`config.mk`:
```
export PLATFORM = sky130hd
export DESIGN_NAME = modport_en_receiver_flat
export DESIGN_NICKNAME = d
export VERILOG_FILES = /design/src/rtl/modport_en_receiver_if.sv /design/src/rtl/modport_en_receiver.sv /design/src/flat_wrapper.sv
export SDC_FILE = /design/constraint.sdc
export NUM_CORES = 1
export LEC_CHECK = 0
export ABC_AREA = 1
export BUFFER_PORTS_ARGS = -buffer_cell sky130_fd_sc_hd__buf_2
export CAP_MARGIN = 15
export CORE_MARGIN = 3
export CORE_UTILIZATION = 52
export DETAILED_ROUTE_END_ITERATION = 10
export HOLD_SLACK_MARGIN = 0.15
export PLACE_DENSITY = 0.83
export REMOVE_ABC_BUFFERS = 1
export SETUP_SLACK_MARGIN = 0.3
export SLEW_MARGIN = 20
export SYNTH_ARGS = -nofsm -noshare
export SYNTH_HDL_FRONTEND = slang
export SYNTH_SLANG_ARGS = --single-unit
```
`constraint.sdc`:
```
create_clock -name i_clk -period 1.8 [get_ports i_clk]
set_input_delay 0.45 -clock i_clk [delete_from_list [all_inputs] [get_ports i_clk]]
set_output_delay 0.45 -clock i_clk [all_outputs]
set_load 0.05 [all_outputs]
```
`src/rtl/modport_en_receiver_if.sv`:
```
// Interface66: single-wire enable protocol; the driver uses `port`, consumers use `mon`.
interface Interface66;
    logic en;

    modport port (output en);
    modport mon  (input  en);
endinterface

```
`src/rtl/modport_en_receiver.sv`:
```
// Consumer of the Interface66 enable: counts rising edges of en and hands them downstream over valid/ready.
// Optional stuck-high watchdog is built in when MODPORT_EN_RECEIVER_TIMEOUT_EN is defined.
module modport_en_receiver #(
    parameter int unsigned WIDTH       = 4,
    parameter int unsigned TOTAL_WIDTH = 16,
    parameter int unsigned TIMEOUT     = 8
) (
    input  logic                   i_clk,
    input  logic                   i_rst_n,
    Interface66.mon                a,
    input  logic                   i_ready,
    output logic                   o_valid,
    output logic [WIDTH-1:0]       o_pending,
    input  logic                   i_clear,
    output logic                   o_overflow,
    output logic [TOTAL_WIDTH-1:0] o_total,
    output logic                   o_stuck
);

    typedef enum logic [1:0] {
        S_IDLE   = 2'd0,
        S_ACTIVE = 2'd1,
        S_STUCK  = 2'd2
    } state_t;

    logic                   en_q;
    logic                   evt;
    logic                   pop;
    logic                   ovf_set;
    logic [WIDTH-1:0]       pend_q, pend_d;
    logic                   ovf_q, ovf_d;
    logic [TOTAL_WIDTH-1:0] total_q, total_d;
    state_t                 state_q;

    assign evt = a.en & ~en_q;
    assign pop = o_valid & i_ready;

    always_comb begin
        pend_d  = pend_q;
        ovf_set = 1'b0;
        unique case ({evt, pop})
            2'b10: begin
                if (&pend_q) ovf_set = 1'b1;
                else         pend_d  = pend_q + 1'b1;
            end
            2'b01:   pend_d = pend_q - 1'b1;
            default: pend_d = pend_q;
        endcase
    end

    // Clear wins over a same-cycle set; a coincident event still counts as the first one.
    always_comb begin
        ovf_d   = i_clear ? 1'b0 : (ovf_q | ovf_set);
        total_d = i_clear ? {{(TOTAL_WIDTH-1){1'b0}}, evt}
                          : total_q + {{(TOTAL_WIDTH-1){1'b0}}, evt};
    end

    always_ff @(posedge i_clk or negedge i_rst_n) begin
        if (!i_rst_n) begin
            en_q    <= 1'b0;
            pend_q  <= '0;
            ovf_q   <= 1'b0;
            total_q <= '0;
        end else begin
            en_q    <= a.en;
            pend_q  <= pend_d;
            ovf_q   <= ovf_d;
            total_q <= total_d;
        end
    end

    assign o_pending  = pend_q;
    assign o_valid    = (pend_q != '0);
    assign o_overflow = ovf_q;
    assign o_total    = total_q;

`ifdef MODPORT_EN_RECEIVER_TIMEOUT_EN
    localparam int unsigned RUN_W = $clog2(TIMEOUT + 2);

    logic [RUN_W-1:0] run_q;
    logic             stuck_q;

    // run_q holds the number of high cycles seen so far; it freezes once STUCK is reached.
    always_ff @(posedge i_clk or negedge i_rst_n) begin
        if (!i_rst_n) begin
            state_q <= S_IDLE;
            run_q   <= '0;
            stuck_q <= 1'b0;
        end else begin
            if (i_clear) stuck_q <= 1'b0;
            unique case (state_q)
                S_IDLE: begin
                    if (evt) begin
                        run_q <= RUN_W'(1);
                        if (TIMEOUT == 0) begin
                            state_q <= S_STUCK;
                            if (!i_clear) stuck_q <= 1'b1;
                        end else begin
                            state_q <= S_ACTIVE;
                        end
                    end
                end
                S_ACTIVE: begin
                    if (!a.en) begin
                        state_q <= S_IDLE;
                        run_q   <= '0;
                    end else begin
                        run_q <= run_q + 1'b1;
                        if (run_q >= RUN_W'(TIMEOUT)) begin
                            state_q <= S_STUCK;
                            if (!i_clear) stuck_q <= 1'b1;
                        end
                    end
                end
                S_STUCK: begin
                    if (!a.en) begin
                        state_q <= S_IDLE;
                        run_q   <= '0;
                    end
                end
                default: begin
                    state_q <= S_IDLE;
                    run_q   <= '0;
                end
            endcase
        end
    end

    assign o_stuck = stuck_q;
`else
    always_ff @(posedge i_clk or negedge i_rst_n) begin
        if (!i_rst_n) begin
            state_q <= S_IDLE;
        end else begin
            unique case (state_q)
                S_IDLE:   if (evt)   state_q <= S_ACTIVE;
                S_ACTIVE: if (!a.en) state_q <= S_IDLE;
                default:             state_q <= S_IDLE;
            endcase
        end
    end

    assign o_stuck = 1'b0;
`endif

endmodule

```
`src/flat_wrapper.sv`:
```
// flat-port wrapper written by rule: the top's interface ports become plain ports
module modport_en_receiver_flat 
#(
    parameter int unsigned WIDTH       = 4,
    parameter int unsigned TOTAL_WIDTH = 16,
    parameter int unsigned TIMEOUT     = 8
)
  (i_clk, i_rst_n, i_ready, o_valid, o_pending, i_clear, o_overflow, o_total, o_stuck, a_en);
  Interface66 a_i ();
  input  logic i_clk;
  input  logic i_rst_n;
  input  logic i_ready;
  output logic o_valid;
  output logic [WIDTH-1:0] o_pending;
  input  logic i_clear;
  output logic o_overflow;
  output logic [TOTAL_WIDTH-1:0] o_total;
  output logic o_stuck;
  input wire logic [$bits(a_i.en)-1:0] a_en;
  assign a_i.en = a_en;
  modport_en_receiver #(.WIDTH(WIDTH), .TOTAL_WIDTH(TOTAL_WIDTH), .TIMEOUT(TIMEOUT)) u_core (.i_clk(i_clk), .i_rst_n(i_rst_n), .a(a_i), .i_ready(i_ready), .o_valid(o_valid), .o_pending(o_pending), .i_clear(i_clear), .o_overflow(o_overflow), .o_total(o_total), .o_stuck(o_stuck));
endmodule
```
-- Yosys cells after proc, flatten, opt, wreduce, memory -nomap -nowiden
Index checks and enable logic that the tools add are counted.
- add/sub/neg operators: 3
- eq/ne operators: 3
- multiplexer cells: 6
- bitwise operators: 4
- reduce and logical (&&, ||, !) cells: 4
- operators by type and width (kind ; number):
    16-bit by 1-bit adder with 16-bit output ; 1
    16-bit two-way mux ; 1
    4-bit case mux with 2 select lines ; 1
    4-bit by 1-bit adder with 4-bit output, second input constant ; 1
    4-bit two-way mux ; 1
    4-bit AND reduction ; 1
    4-bit nonzero test ; 1
    4-bit by 1-bit subtractor with 4-bit output, second input constant ; 1
    1-bit two-way mux ; 3
    1-bit AND ; 2
    2-bit by 1-bit equality test with 1-bit output, second input constant ; 1
    2-bit equality test, second input constant ; 1
    2-bit inequality test, second input constant ; 1
    2-bit AND reduction ; 1
    2-bit nonzero test ; 1
    1-bit inverter ; 1
    1-bit bitwise OR ; 1
- register bits: 22
- logic and storage cells: 24

-- Depth between registers and ports, before layout
Gate-level depths: netlist (run 1).
- depth in word-level cells: 6
- mapped depth: 13
- mapped depth without buffers: 13

-- Worst setup path after synthesis (run 1)
OpenSTA, ideal clock, no wires.
- path kind: register to register
- start: reg u_core.pend_q[0], in the netlist u_core.o_pending[0]
- end: reg u_core.pend_q[3], in the netlist u_core.o_pending[3]
- arrival time: 2064 ps
- data required time: 1686 ps
- setup slack: -378 ps
- stages on the path, launching flop included: 13
- buffers on the path: 0
- path through: dfrtp_1 -> nor2_1 -> nand2_2 -> nand3_2 -> inv_1 -> ha_1 -> nand3_1 -> nand3_1 -> inv_1 -> nand2_1 -> nand3_1 -> nand2_1 -> inv_1
- word-level cells in the longest chain between the ends: 5
- elaborated cells on any way between the ends: 12
- RTL lines (element ; RTL line ; RTL):
    start: declaration ; modport_en_receiver.sv:30 ; logic [WIDTH-1:0] pend_q, pend_d;
    start signal: assignment ; modport_en_receiver.sv:66 ; pend_q <= pend_d;
    4-bit nonzero test * ; modport_en_receiver.sv:73 ; assign o_valid = (pend_q != '0);
    net o_valid ; flat_wrapper.sv:13 ; output logic o_valid;
    1-bit AND * ; modport_en_receiver.sv:36 ; assign pop = o_valid & i_ready;
    2-bit equality test / 2-bit by 1-bit equality test with 1-bit output (equally long branches) ; modport_en_receiver.sv:41 ; unique case ({evt, pop})
    2-bit inequality test (no line) / 2-bit nonzero test (equally long branches) ; n/a ;
    2-bit AND reduction (no line) ; n/a ;
The timed path passes the listed nets; every way through them passes the cells marked *. The select of a mux whose other input is x is not followed.
A chain may end at the register's enable or synchronous reset.

-- Worst setup path after layout (run 1)
- start: reg u_core.en_q
- end: reg u_core.total_q[14], in the netlist u_core.o_total[14]
- word-level cells in the longest chain between the ends: 4
- RTL lines (element ; RTL line ; RTL):
    start: declaration ; modport_en_receiver.sv:26 ; logic en_q;
    start signal: assignment ; modport_en_receiver.sv:65 ; en_q <= a.en;
    1-bit inverter ; modport_en_receiver.sv:35 ; assign evt = a.en & ~en_q;
    1-bit AND ; modport_en_receiver.sv:35 ;
    16-bit by 1-bit adder with 16-bit output ; modport_en_receiver.sv:55 ; : total_q + {{(TOTAL_WIDTH-1){1'b0}}, evt};
    16-bit two-way mux ; modport_en_receiver.sv:54 ; total_d = i_clear ? {{(TOTAL_WIDTH-1){1'b0}}, evt}
    net u_core.total_d[14] ; modport_en_receiver.sv:32 ; logic [TOTAL_WIDTH-1:0] total_q, total_d;
    end signal: assignment ; modport_en_receiver.sv:68 ; total_q <= total_d;
    end: declaration ; modport_en_receiver.sv:32 ;
The timed path passes the listed nets, and every way through them passes these cells.

==> flow_metrics.tcl, run 1 <==
set metrics [dict create \
    dieArea_um2 2960 \
    place_inst 210 \
    layout.cells.non_filler 234 \
    whs_ns 0.241 \
    synth_top_family_by_area "simple AND/OR/NAND/NOR gates" \
    p_sw_mw 0.866 \
    antenna_cells 0 \
    fin_crit_sh_pct 94.9 \
    cp-start-kind "flip-flop" \
    initial_core_util_pct 58.5 \
    hold_class "primary input to flip-flop" \
    power_mw 2.03 \
    post-route-min-period_ns 1.71 \
    fp-row-count 16 \
    synth_area_leader_cell "dfrtp_1" \
    slew_headroom_pct 66.5 \
    synthArstFlopShare_pct 100 \
    boundaryPins 28 \
    yosys.area_share.simple_pct 30.4 \
    drive_above_1_share_pct 49.8 \
    max_slew.worst_pin.slew_ns 0.503 \
    max-cap-violations 0 \
    synth_xor_area_share_pct 2.16 \
    io_buffers 26 \
    synth_area_um2 1220 \
    cts.sinks 22 \
    hpwl_mm 2.11 \
    p_seq_share_pct 29.6 \
    gp_congestion 0.795 \
    first_global_vias 1185 \
    clock.fmax_mhz 585 \
    grt_pass1_wl_mm 5.50 \
    synthTopCellsByArea "dfrtp_1 45%, nand2_1 8.3%, nor2_1 7.7%" \
    arrival_ns 1.93 \
    via_count 1388 \
    numCtsBuffers 3 \
    p_leak_nw 0.907 \
    cts_root_buf "clkbuf_4" \
    drtIter0Drc 64 \
    synth_edf_count 0 \
    fin_util_pct 91.8 \
    power_density_nw_per_um2 1060 \
    finalHoldViolCount 0 \
    synthTopCellsByCount "27 x nand2_1, 25 x nor2_1, 22 x dfrtp_1" \
    firstDrtPassIters 4 \
    ys.warnings.count 0 \
    synthAdderAreaFrac_pct 5.75 \
    syn_to_final_growth_pct 56.8 \
    synthMuxAreaShare_pct 0 \
    p_int_mw 1.16 \
    h-tree-depth 1 \
    synth_cells 152 \
    layout.nets 218 \
    finClkSkew_ns 0.0104 \
    p_clk_share_pct 14.5 \
    via_per_inst 5.93 \
    peakVddDrop_mv 1.23 \
    gr-total-overflow 0 \
    slew_viol_final 0 \
    clock_path_buffers 2 \
    route.detailed.drc 0 \
    routedWlPerCell_um 19.9 \
    worstSetupEndpointType "flip-flop" \
    synth_compound_area_share_pct 8.52 \
    yosysMostFrequentCell "nand2_1" \
    crit_fanout 3 \
    yosysSeqAreaShare_pct 45.2 \
    ant_nets 0 \
    synth_top_area_share_pct 45.2 \
    clkLatencyLatePin_ns 0.33 \
    finalSetupViolations 0 \
    status "complete, no violations" \
    power_frac_comb_pct 56.0 \
    syn_avg_cell_area_um2 8.02 \
    required_ns 2.02 \
    grt_max_degree 23 \
    die_x_um 54.4 \
    wl_mm 4.65 \
    grt.total_usage_pct 26.1 \
    die_y_um 54.4 \
    clk_pin_slew_ns 0.14 \
    synthFlopType "dfrtp_1" \
    core_um2 2080 \
    synth.distinct_cells 24 \
    rsz0062_at_grt "yes" \
    synth_seq_cells 22 \
    criticalPathCategory "flip-flop to flip-flop" \
    cts_tree "built" \
    antenna_found_initial 0 \
    p_sw_share_pct 42.6 \
]
## sequential cells by signal, indices dropped and copies added (netlist names)
register           flops
u_core.en_q            1
u_core.o_total        16
u_core.o_overflow      1
u_core.o_pending       4
## kinds of logic after synthesis
group | Yosys count
other | 1
AOI/OAI and AO/OA | 19
adders and majority gates | 5
DFF | 22
xor gates and xnor gates | 3
and+or+nand+nor | 78
buffers and inverters | 24
## critical path: stages (launching register included)
cell     delay (ns)
dfrtp_1        0.45
nor2_4         0.16
ha_4           0.19
ha_4           0.15
nand2_4        0.06
nor2_4         0.13
nand2_4        0.10
inv_4          0.09
nand2_2        0.07
o21ai_2        0.13
nor2_1         0.07
## per-stage QoR
step,setup WS [ns],TNS (ns),instance area (um2)
finish,0.0912,0,1910
global route,0.0327,0,1910
CTS,0.222,0,1650
detailed placement,-0.0841,-0.226,1420
global placement,-0.00146,-0.00146,1420
floorplan,-0.378,-0.679,1210
## cells in the final DEF, fill, tap and decap left out, types with 2 or more instances in the layout
cell	synthesis	routed
buf_4	1	30
nand2_1	27	22
nor2_1	25	20
dfrtp_1	22	19
inv_1	21	17
clkbuf_4	0	9
nor2_4	2	8
buf_2	0	8
nand2_2	5	7
nand3_4	0	5
a21oi_1	7	5
buf_6	0	5
nand3_1	7	4
o21ai_2	0	4
ha_4	0	4
inv_2	1	3
nand2_4	0	3
xor2_1	3	3
buf_8	0	3
dfrtp_2	0	3
nor2_2	3	2
inv_4	0	2
nor3_1	3	2
nand3_2	4	2
o21ai_1	1	2
a21oi_2	0	2
o21a_1	2	2
o21ai_0	7	2
nand4_1	2	2
## layer usage
metal / routed length, um / track usage, % / up-vias
met4: 330 / 8.30 / 0
met1: 1710 / 34.0 / 664
met5: 0 / 0 / -
li1: - / - / 590
met3: 275 / 5.45 / 37
met2: 2330 / 43.0 / 97
## layout make-up
cell class | instances | area (um2)
Clock buffer | 4 | 36.3
Fill cell | 82 | 171
Inverter | 22 | 87.6
Multi-Input combinational cell | 106 | 777
Sequential cell | 22 | 554
Tap cell | 27 | 33.8
Timing Repair Buffer | 53 | 422
## power groups by stage
| stage | combinational [mW] | clock (mW) | sequential (mW) |
|---|---|---|---|
| 3_3_place_gp | 0.684 | 0 | 0.586 |
| 4_1_cts | 0.857 | 0.286 | 0.581 |
| 3_5_place_dp | 0.712 | 0 | 0.587 |
| 6_report | 1.14 | 0.294 | 0.600 |
| 2_1_floorplan | 0.267 | 0 | 0.797 |
| 5_1_grt | 1.20 | 0.313 | 0.606 |
## timing repair
action / CTS / global route
gates resized for setup: 36 / 54
endpoints found under the setup margin: 19 / 31
setup buffers: 5 / 14
pin swaps: 17 / 12
hold buffers: 1 / 0
hold endpoints to repair: 22 / 0
## path summary, 6_finish.rpt
check                                   from                 end  slack [ns]  depth (start not counted)
max                              u_core.en_q  u_core.o_total[14]        0.09                         10
max reg2reg                      u_core.en_q  u_core.o_total[14]        0.09                         10
max in group asynchronous            i_rst_n   u_core.o_total[6]        0.83                          2
min in group asynchronous            i_rst_n  u_core.o_total[12]        0.59                          2
min reg2reg                u_core.o_overflow   u_core.o_overflow        0.57                          1
min                                     a_en         u_core.en_q        0.24                          1
Power figures use the tool's default switching activity.
==> inputs of run 2 (changes only) <==
--- a/config.mk
+++ b/config.mk
@@ -8,8 +8,11 @@
 export ABC_AREA = 1
 export BUFFER_PORTS_ARGS = -buffer_cell sky130_fd_sc_hd__buf_2
 export CAP_MARGIN = 15
+export CELL_PAD_IN_SITES_DETAIL_PLACEMENT = 0
+export CELL_PAD_IN_SITES_GLOBAL_PLACEMENT = 1
+export CORE_ASPECT_RATIO = 2
 export CORE_MARGIN = 3
-export CORE_UTILIZATION = 52
+export CORE_UTILIZATION = 38
 export DETAILED_ROUTE_END_ITERATION = 10
 export HOLD_SLACK_MARGIN = 0.15
 export PLACE_DENSITY = 0.83
==> run 2 against run 1 <==
Cell area decreased by 6.5%. Fmax increased by 5.8%. Total power fell by 6.8%. Critical path depth increased by 2. Clock power grew 23%. Final cell count fell by 2.1%. Die area up 34%. Setup slack improved by 0.094 ns. First-iteration DRC count shrank 73%. Combinational power down 18%. Register-to-register slack improved by 0.09 ns. Via count shrank 15%. Largest power group unchanged.
==> flow_metrics.tcl, run 2 (synthesized netlist as in run 1, its figures left out) <==
set metrics [dict create \
    worstReg2RegStart "u_core.en_q" \
    fin_crit_sh_pct 89.7 \
    ant_nets 0 \
    post-route-min-period_ns 1.61 \
    numCtsBuffers 3 \
    status "complete, no violations" \
    initial_core_util_pct 40.4 \
    p_seq_share_pct 31.3 \
    worstSetupEndpointType "flip-flop" \
    place_ws_ns -0.0679 \
    largest_reg_flops 16 \
    p_leak_nw 0.851 \
    hpwl_mm 2.32 \
    crit_buf_inv 4 \
    path_cells "nor2_4, inv_2, nand3_4, inv_4, ha_4, nand3_4, nand3_4, inv_2, nand2_1, nand3_1, nand2_1, inv_1" \
    criticalPathCategory "flip-flop to flip-flop" \
    cts.sinks 22 \
    drtIter0Drc 17 \
    antenna_found_initial 0 \
    whs_ns 0.140 \
    max_slew.worst_pin.slew_ns 0.500 \
    max-cap-violations 0 \
    p_clk_share_pct 19.1 \
    routedWlPerCell_um 14.5 \
    finClkSkew_ns 0.00288 \
    first_global_vias 1203 \
    rsz0062_at_grt "yes" \
    cp-start-kind "flip-flop" \
    power_frac_comb_pct 49.5 \
    clk_pin_slew_ns 0.08 \
    ff2ff_path_depth 12 \
    fp-row-count 28 \
    cts_tree "built" \
    grt_max_degree 23 \
    cts_root_buf "clkbuf_8" \
    die_y_um 86.1 \
    final.setup.tns_ns 0 \
    boundaryPins 28 \
    syn_to_final_growth_pct 46.6 \
    io_buffers 26 \
    clkLatencyLatePin_ns 0.27 \
    rrSetupSlack_ns 0.19 \
    critPathTopFamily "simple AND/OR/NAND/NOR gates" \
    p_sw_share_pct 40.8 \
    wl_mm 3.33 \
    gr-total-overflow 0 \
    crit_path_frequent_cell "nand3_4" \
    finalSetupViolations 0 \
    crit_fanout 3 \
    via_per_inst 5.12 \
    firstDrtPassIters 4 \
    slew_viol_final 0 \
    route.detailed.drc 0 \
    p_int_mw 1.12 \
    grt_pass1_wl_mm 5.18 \
    finalHoldViolCount 0 \
    clock.fmax_mhz 619 \
    drive_above_1_share_pct 46.7 \
    p_sw_mw 0.773 \
    slew_headroom_pct 66.6 \
    slowest_delay_ns 0.41 \
    hold_class "primary input to async pin" \
    arrival_ns 1.79 \
    gp_congestion 0.852 \
    layout.nets 210 \
    grt.total_usage_pct 17.7 \
    peakVddDrop_mv 0.824 \
    place_area_um2 1460 \
    antenna_cells 0 \
    core_um2 3010 \
    via_count 1173 \
    die_x_um 46.0 \
    dieArea_um2 3960 \
    required_ns 1.97 \
    clock_path_buffers 2 \
    r2r-end "u_core.o_pending[3]" \
    postLayoutCellArea_um2 1790 \
    crit_slowest_cell "dfrtp_1" \
    h-tree-depth 1 \
    mostFrequentLayoutCells "24 x nand2_1, 24 x buf_4, 21 x nor2_1" \
    fin_util_pct 59.3 \
    power_density_nw_per_um2 1060 \
    setup_slack_ns 0.185 \
]
run 2: worst max path at each step:
| stage | from | end | slack [ns] | depth (start not counted) |
|---|---|---|---|---|
| after floorplan | u_core.o_pending[0] | u_core.o_pending[3] | -0.38 | 12 |
| after global placement | a_en | u_core.o_pending[3] | -0.003 | 14 |
| after detailed placement | a_en | u_core.o_pending[3] | -0.07 | 14 |
| after CTS | u_core.en_q | u_core.o_pending[3] | 0.22 | 12 |
| after global routing | u_core.en_q | u_core.o_pending[3] | 0.11 | 12 |
| final | u_core.en_q | u_core.o_pending[3] | 0.19 | 12 |
run 2: power by group through the flow:
stage | combinational (mW) | sequential, mW | clock (mW)
after floorplan | 0.267 | 0.797 | 0
after global placement | 0.698 | 0.589 | 0
after detailed placement | 0.722 | 0.590 | 0
after CTS | 0.785 | 0.587 | 0.369
after global routing | 1.01 | 0.597 | 0.383
final | 0.938 | 0.593 | 0.362
run 2: layout make-up:
cell class,instances,area (um2)
Multi-Input combinational cell,106,754
Fill cell,272,1230
Clock buffer,4,55.1
Timing Repair Buffer,45,297
Inverter,22,87.6
Sequential cell,22,556
Tap cell,30,37.5
run 2: through the flow:
| stage | instances | power, mW |
|---|---|---|
| 5_1_grt | 229 | 1.99 |
| 3_5_place_dp | 217 | 1.31 |
| 6_report | 229 | 1.89 |
| 2_1_floorplan | 150 | 1.06 |
| 4_1_cts | 224 | 1.74 |
| 3_3_place_gp | 217 | 1.29 |
run 2: repair_timing:
item | in CTS | in global routing
setup endpoints to repair | 15 | 23
buffers inserted | 3 | 5
gates resized for setup | 31 | 33
gates cloned | 0 | 0
pin swaps | 14 | 16
hold buffers | 0 | 0
endpoints found under the hold margin | 0 | 0
run 2: metal layers:
metal	share of wire (%)	GRT usage [%]	vias up
li1	-	-	575
met1	34	17.4	567
met5	0	0	-
met2	62	32.3	26
met3	2.6	2.52	5
met4	1.4	9.84	0
==> inputs of run 3 (changes only) <==
--- a/config.mk
+++ b/config.mk
@@ -12,10 +12,12 @@
 export CELL_PAD_IN_SITES_GLOBAL_PLACEMENT = 1
 export CORE_ASPECT_RATIO = 2
 export CORE_MARGIN = 3
-export CORE_UTILIZATION = 38
+export CORE_UTILIZATION = 40
+export CTS_BUF_LIST = sky130_fd_sc_hd__clkbuf_8
+export CTS_CLUSTER_DIAMETER = 200
 export DETAILED_ROUTE_END_ITERATION = 10
 export HOLD_SLACK_MARGIN = 0.15
-export PLACE_DENSITY = 0.83
+export PLACE_DENSITY = 0.87
 export REMOVE_ABC_BUFFERS = 1
 export SETUP_SLACK_MARGIN = 0.3
 export SLEW_MARGIN = 20
==> run 3 against run 2 <==
Register-to-register slack about the same. Cell area grew 3.0%. Sequential share of layout area fell by 0.98 points. Critical path depth fell by 3. Utilization rose by 5.6 points. Wire length is 7.7% higher. Total power rose by 0.25%. Setup slack worse by 0.0056 ns. Clock power decreased by 2%. Fmax fell by 0.35%. Critical path type unchanged. Largest power group unchanged.
==> flow_metrics.tcl, run 3 (synthesized netlist as in run 1, its figures left out) <==
set metrics [dict create \
    status "complete, no violations" \
    hpwl_mm 2.32 \
    criticalPathCategory "flip-flop to flip-flop" \
    die_y_um 84.1 \
    max-cap-violations 0 \
    grt.total_usage_pct 19.1 \
    max_slew.worst_pin.slew_ns 0.504 \
    required_ns 2.00 \
    cts_root_buf "clkbuf_8" \
    p_leak_nw 0.901 \
    clock.fmax_mhz 617 \
    arrival_ns 1.82 \
    path_cells "nor2_4, ha_4, ha_4, nand2_4, nor2_4, nand2_4, nor2_2, a31oi_1, nor2_1" \
    crit_start "u_core.en_q" \
    worstReg2RegStart "u_core.en_q" \
    cts_tree "built" \
    layout.cells.non_filler 234 \
    finalHoldViolCount 0 \
    power_density_nw_per_um2 1030 \
    grt_pass1_wl_mm 5.34 \
    boundaryPins 28 \
    slew_viol_final 0 \
    drive_above_1_share_pct 48.3 \
    rsz0062_at_grt "yes" \
    clk_pin_slew_ns 0.08 \
    finClkSkew_ns 0.00638 \
    io_buffers 26 \
    wl_mm 3.59 \
    largest_reg_flops 16 \
    peakVddDrop_mv 0.966 \
    final.setup.tns_ns 0 \
    via_per_inst 5.26 \
    slew_headroom_pct 66.4 \
    h-tree-depth 1 \
    crit_slowest_cell "dfrtp_1" \
    mostFrequentLayoutCells "23 x nand2_1, 23 x buf_4, 21 x nor2_1" \
    cts_hold_buf 0 \
    grt_max_degree 23 \
    layout.nets 216 \
    worstSetupEndpointType "flip-flop" \
    antenna_cells 0 \
    whs_ns 0.146 \
    fin_util_pct 64.9 \
    cts.sinks 22 \
    core_um2 2840 \
    slowest_delay_ns 0.40 \
    hold_class "primary input to async pin" \
    clock_path_buffers 2 \
    syn_to_final_growth_pct 51.0 \
    fp-row-count 27 \
    via_count 1230 \
    clkLatencyLatePin_ns 0.26 \
    die_x_um 45.0 \
    dieArea_um2 3790 \
    gr-total-overflow 0 \
    ant_nets 0 \
    initial_core_util_pct 42.9 \
    routedWlPerCell_um 15.3 \
    first_global_vias 1173 \
    post-route-min-period_ns 1.62 \
    finalSetupViolations 0 \
    crit_fanout 3 \
    route.detailed.drc 0 \
    place_inst 216 \
    drtIter0Drc 34 \
    gp_congestion 0.880 \
    cp-start-kind "flip-flop" \
    antenna_found_initial 0 \
    fin_crit_sh_pct 90.0 \
    numCtsBuffers 3 \
    fillerInstances 234 \
    firstDrtPassIters 5 \
]
## run 3: worst max-delay path, delay by kind of cell (launching register included)
family	cells	cell delay, ns
adder cells (fa/ha/maj)	2	0.31
AO/OA/AOI/OAI	1	0.10
flip-flops	1	0.40
AND/OR/NAND/NOR	6	0.72
## run 3: worst paths after layout
path	cells after the start	slack, ns	end
min in group i_clk	1	0.30	u_core.en_q
worst min register to register	1	0.52	u_core.o_overflow
worst max-delay path	9	0.18	u_core.o_total[14]
worst min-delay path	1	0.15	u_core.o_total[8]
max in group asynchronous	1	1.28	u_core.o_total[2]
worst max register to register	9	0.18	u_core.o_total[14]
## run 3: per-stage QoR
stage | cell area, um2 | total power, mW | setup WS (ns)
finish | 1840 | 1.90 | 0.179
global placement | 1460 | 1.29 | 0.00173
floorplan | 1210 | 1.06 | -0.378
detailed placement | 1460 | 1.31 | -0.0727
global route | 1840 | 2.01 | 0.0487
CTS | 1630 | 1.77 | 0.221
## run 3: where the power goes
| part | switching (mW) | total [mW] | internal [mW] |
|---|---|---|---|
| clock network | 0.158 | 0.353 | 0.195 |
| logic | 0.570 | 0.955 | 0.385 |
| registers | 0.0416 | 0.590 | 0.548 |
## run 3: what timing repair did
| action | CTS | global route |
|---|---|---|
| pin swaps | 14 | 28 |
| resized for setup | 23 | 44 |
| endpoints found under the hold margin | 0 | 0 |
| setup endpoints to repair | 15 | 23 |
| setup buffers | 5 | 9 |
## run 3: layout make-up
type                            count  area (um2)  area share, %
Multi-Input combinational cell    106         746           40.5
Sequential cell                    22         554           30.1
Timing Repair Buffer               51         364           19.8
Inverter                           22        85.1           4.62
Clock buffer                        4        55.1           2.99
Tap cell                           29        36.3           1.97
## run 3: routing by layer
metal | wire [um] | GRT usage [%] | up-vias
met5 | 0 | 0 | -
met4 | 155 | 9.07 | 0
met3 | 92 | 1.94 | 10
met2 | 2160 | 34.9 | 36
met1 | 1180 | 20.0 | 603
li1 | - | - | 581
